--- config.mk ---
export PLATFORM = sky130hd
export DESIGN_NAME = inst_queue
export DESIGN_NICKNAME = d
export VERILOG_FILES = /design/src/rtl/inst_queue.sv
export SDC_FILE = /design/constraint.sdc
export NUM_CORES = 1
export LEC_CHECK = 0
export CAP_MARGIN = 20
export CORE_MARGIN = 2
export CORE_UTILIZATION = 52
export DETAILED_ROUTE_END_ITERATION = 16
export PLACE_DENSITY = 0.78
export REMOVE_ABC_BUFFERS = 1
export SYNTH_ARGS = -nofsm -noshare
export SYNTH_HDL_FRONTEND = slang
export SYNTH_SLANG_ARGS = --single-unit
--- constraint.sdc ---
create_clock -name clk -period 8.14 [get_ports clk]
set_clock_uncertainty 0.2 [all_clocks]
set_input_delay 1.221 -clock clk [delete_from_list [all_inputs] [get_ports clk]]
set_output_delay 1.221 -clock clk [all_outputs]
set_load 0.02 [all_outputs]
--- src/rtl/inst_queue.sv ---
// ---------------------------------------------------------------------------
// inst_queue
//   Circular instruction FIFO between fetch and issue. Each entry holds
//   {inst, pc, pred, pred_target}. The head entry is presented combinationally
//   (first-word-fall-through) so issue can decode and pop it in one cycle.
//
// Ports
//   clk, rst           clock, asynchronous active-high reset
//   flush              synchronous discard of all entries (wins over push/pop)
//   if_we, if_inst, if_pc, if_pred, if_pred_target
//                      fetch push request and payload
//   iq_full, iq_almost_full, iq_empty, iq_count
//                      occupancy status, derived from the count register only
//   iq_inst, iq_pc, iq_pred, iq_pred_target
//                      head entry, forced to 0 while empty
//   iq_re              issue pops the head this cycle
// ---------------------------------------------------------------------------
module inst_queue #(
    parameter int IQ_DEPTH       = 16,
    parameter int IQ_ADDR_WIDTH  = 4,
    parameter int IQ_AFULL_SLACK = 2
) (
    input  logic                     clk,
    input  logic                     rst,
    input  logic                     flush,
    input  logic                     if_we,
    input  logic [31:0]              if_inst,
    input  logic [31:0]              if_pc,
    input  logic                     if_pred,
    input  logic [31:0]              if_pred_target,
    output logic                     iq_full,
    output logic                     iq_almost_full,
    output logic                     iq_empty,
    output logic [IQ_ADDR_WIDTH:0]   iq_count,
    output logic [31:0]              iq_inst,
    output logic [31:0]              iq_pc,
    output logic                     iq_pred,
    output logic [31:0]              iq_pred_target,
    input  logic                     iq_re
);

    localparam logic [IQ_ADDR_WIDTH:0]   DEPTH = (IQ_ADDR_WIDTH+1)'(IQ_DEPTH);
    localparam logic [IQ_ADDR_WIDTH:0]   SLACK = (IQ_ADDR_WIDTH+1)'(IQ_AFULL_SLACK);
    localparam logic [IQ_ADDR_WIDTH-1:0] PTR_ONE = IQ_ADDR_WIDTH'(1);
    localparam logic [IQ_ADDR_WIDTH:0]   CNT_ONE = (IQ_ADDR_WIDTH+1)'(1);

    // Entry storage; contents are not reset, validity comes from count.
    logic [31:0] mem_inst   [IQ_DEPTH];
    logic [31:0] mem_pc     [IQ_DEPTH];
    logic        mem_pred   [IQ_DEPTH];
    logic [31:0] mem_target [IQ_DEPTH];

    logic [IQ_ADDR_WIDTH-1:0] head, tail;
    logic [IQ_ADDR_WIDTH:0]   count;
    logic [IQ_ADDR_WIDTH:0]   free_slots;
    logic                     push, pop;

    // Status comes from the registered count only, never from same-cycle
    // requests, so fetch/issue see a stable view for the whole cycle.
    assign free_slots     = DEPTH - count;
    assign iq_full        = (count == DEPTH);
    assign iq_empty       = (count == '0);
    assign iq_almost_full = (free_slots <= SLACK);
    assign iq_count       = count;

    // A push while full is dropped even if a pop frees a slot this cycle.
    assign push = if_we && !iq_full && !flush;
    assign pop  = iq_re && !iq_empty && !flush;

    always_ff @(posedge clk or posedge rst) begin
        if (rst) begin
            head  <= '0;
            tail  <= '0;
            count <= '0;
        end else if (flush) begin
            head  <= '0;
            tail  <= '0;
            count <= '0;
        end else begin
            if (push) tail <= tail + PTR_ONE;
            if (pop)  head <= head + PTR_ONE;
            case ({push, pop})
                2'b10:   count <= count + CNT_ONE;
                2'b01:   count <= count - CNT_ONE;
                default: count <= count;
            endcase
        end
    end

    always_ff @(posedge clk) begin
        if (push) begin
            mem_inst[tail]   <= if_inst;
            mem_pc[tail]     <= if_pc;
            mem_pred[tail]   <= if_pred;
            mem_target[tail] <= if_pred_target;
        end
    end

    // Fall-through head read, gated so an empty queue shows all zeros.
    always_comb begin
        iq_inst        = '0;
        iq_pc          = '0;
        iq_pred        = 1'b0;
        iq_pred_target = '0;
        if (!iq_empty) begin
            iq_inst        = mem_inst[head];
            iq_pc          = mem_pc[head];
            iq_pred        = mem_pred[head];
            iq_pred_target = mem_target[head];
        end
    end

endmodule
==> impl_metrics.py <==
metrics = {
    "grt": {
        "busiest_layer": "met2",
        "grt_max_degree": 113,
        "globalRouteMet1Util": 0.307,
        "grt_pass1_vias": 28433,
        "met2_usage": 0.372,
        "overflow": 0,
        "grt_util_met3": 0.0489,
        "grt_pass1_wl_mm": 190,
        "track_usage": 0.225,
        "antenna_found_initial": 19,
    },
    "drt": {
        "ant_nets": 0,
        "drt-pass1-iter-count": 5,
        "drt_iter0_drc": 2984,
        "drc": 0,
        "via_count": 27247,
        "wire_per_inst_um": 29.7,
        "viasPerCell": 6.18,
        "wirelength_mm": 131,
    },
    "power": {
        "peakVddDrop_mv": 0.246,
        "power.density_nw_per_um2": 302,
        "leakage_nw": 20.3,
    },
    "layout": {
        "final_cells": 4406,
        "area_growth_pct": 14.6,
        "layout.nets": 2881,
        "drive_above_1_share": 0.228,
    },
    "yosys": {
        "synth_common_cells": "edfxtp_1, mux4_2, mux2i_1, o22ai_1",
        "yosys_warnings": 0,
        "yosysSeqAreaShare": 0.788,
        "yosys.cell_types.count": 34,
        "synth_top_area_frac": 0.783,
        "yosysTopAreaCell": "edfxtp_1",
        "synth.cell_area_um2": 59500,
        "yosys-top-cells-area": "edfxtp_1, mux4_2, mux2i_1",
        "synth_most_common_cell": "edfxtp_1",
        "synth_flop_cell": "edfxtp_1",
        "synth_cells": 2493,
        "synth_edf_count": 1552,
        "syn_area_per_cell_um2": 23.9,
        "ys_ff_latch": 1565,
        "synthArstFlopShare": 0.00831,
    },
    "clock_tree": {
        "root_buffer": "clkbuf_16",
        "clk_path_buf_depth": 3,
        "cts_buffers": 152,
        "clkLatencyLatePin_ns": 0.74,
        "post_cts_resized": 0,
        "ctsHoldBuffers": 0,
        "cts_setup_buffers": 0,
        "cts.sinks": 1565,
        "cts_tree": "built",
        "path_clk_slew_ns": 0.06,
        "cts_max_level": 4,
    },
    "die": {
        "ios": 207,
        "rows": 124,
        "coreArea_um2": 114000,
        "dieArea_um2": 117000,
        "die_h_um": 342,
        "die_w_um": 342,
        "start_util": 0.522,
    },
    "min_path": {
        "min_path_type": "register to register",
    },
    "placed_design": {
        "pre_cts_slack_ns": 3.01,
        "place_inst": 4126,
        "port_buffers": 206,
        "dpl.hpwl_mm": 63.9,
        "gp_congestion": 0.744,
    },
    "setup_path": {
        "crit_family": "buffers and inverters",
        "critical_path_class": "register to primary output",
        "worstSetupStartpointType": "register",
        "cp_slowest_stage_delay_ns": 0.78,
        "endpoint_kind": "primary output",
        "arrival_ns": 4.55,
        "cp.required_ns": 6.72,
        "crit_top_cell": "ha_1",
        "worstPathCellList": "inv_1 > ha_1 > nor3b_1 > ha_1 > or2_4 > buf_4 > o22ai_1 > clkdlybuf4s50_1",
        "crit_fanout": 41,
        "crit_buf_inv": 3,
        "cp_slowest_cell": "buf_4",
    },
    "outcome": {
        "status": "finished clean",
    },
    "timing": {
        "rsz0062_at_grt": "false",
        "whs_ns": 0.419,
        "setup_viol": 0,
        "maxSlewViolCount": 0,
        "fin_ws_ns": 2.17,
        "period_minus_slack_ns": 5.97,
        "fin_setup_tns_ns": 0,
        "fmax_mhz": 167,
        "tightest_slew_ns": 0.991,
        "hold_violations": 0,
        "min_period_over_period": 0.734,
        "slew_headroom": 0.339,
    },
    "job": {
        "drv_cap": 0,
    },
}
[where the power goes]
group / switching (mW) / total (mW) / internal [mW]
Sequential: 0.0850 / 9.10 / 9.01
Clock: 2.86 / 6.66 / 3.80
Combinational: 2.62 / 4.83 / 2.22
[final timing paths]
check / start / end / slack (ns) / cells after the start
worst max-delay path: iq_count[1]$_DFFE_PP0P_ / iq_inst[7] / 2.17 / 8
worst min-delay path: tail[1]$_DFFE_PP0P_ / tail[1]$_DFFE_PP0P_ / 0.42 / 2
worst max register to register: iq_count[0]$_DFFE_PP0P_ / mem_inst[5][6]$_DFFE_PP_ / 3.82 / 9
worst min register to register: tail[1]$_DFFE_PP0P_ / tail[1]$_DFFE_PP0P_ / 0.42 / 2
max in group asynchronous: rst / head[3]$_DFFE_PP0P_ / 6.68 / 2
min in group asynchronous: rst / iq_count[1]$_DFFE_PP0P_ / 0.63 / 2
[sequential cells by signal, indices dropped and copies added (netlist names)]
| name | count |
|---|---|
| mem_pred | 16 |
| tail | 4 |
| head | 4 |
| mem_target | 512 |
| iq_count | 5 |
| mem_pc | 512 |
| mem_inst | 512 |
[worst register-to-register path: cells and delay by family, from the launching register on]
kind	cells	cell delay, ns
simple gates	5	1.68
buf+inv	2	1.01
fa+ha+maj	2	0.49
flops	1	0.47
[per-stage QoR]
step                total power [mW]  utilization  cell area, µm²
floorplan                       12.3            -           58900
global placement                14.0        0.557           63500
detailed placement              14.1        0.557           63500
CTS                             20.8        0.598           68200
global route                    21.3        0.598           68200
finish                          20.6        0.599           68300
[layout by cell type (no fill, tap or decap), types with 3 or more instances in the layout]
| master | instances |
|---|---|
| edfxtp_1 | 1552 |
| bufinv_16 | 9 |
| dfrtp_4 | 3 |
| o21ai_0 | 3 |
| clkbuf_16 | 156 |
| ha_1 | 11 |
| clkinv_1 | 40 |
| clkinv_8 | 5 |
| xor2_1 | 6 |
| clkbuf_1 | 36 |
| nor3_1 | 3 |
| buf_4 | 37 |
| clkdlybuf4s50_1 | 206 |
| inv_1 | 9 |
| inv_6 | 4 |
| nor3_2 | 4 |
| nand2b_1 | 5 |
| mux2i_1 | 194 |
| clkinv_2 | 21 |
| nor2_4 | 12 |
| dfrtp_1 | 10 |
| a21oi_1 | 4 |
| nor2_1 | 18 |
| buf_12 | 13 |
| nand2_1 | 16 |
| xnor2_1 | 4 |
| diode_2 | 6 |
| o22ai_1 | 98 |
| mux4_2 | 388 |
[area by class of cell]
type | count | area, µm²
Fill cell | 7649 | 45800
Inverter | 9 | 33.8
Clock inverter | 82 | 678
Timing Repair Buffer | 257 | 2630
Antenna cell | 6 | 15.0
Tap cell | 1512 | 1890
Multi-Input combinational cell | 783 | 12000
Sequential cell | 1565 | 46900
Clock buffer | 192 | 4040
[metal layers]
layer	up-vias	routed length [µm]
met5	-	102
met1	14591	50900
li1	11259	-
met2	1185	66400
met4	18	2680
met3	194	10900
[logic make-up after synthesis]
logic type	after synthesis	synth area share
DFF	1565	0.788
muxes	582	0.179
buffers and inverters	145	0.0119
AOI/OAI and AO/OA	113	0.0119
and+or+nand+nor	67	0.00498
adders and majority gates	11	0.00231
xor gates and xnor gates	10	0.00147
No activity file was read; power rests on OpenSTA's default activity.
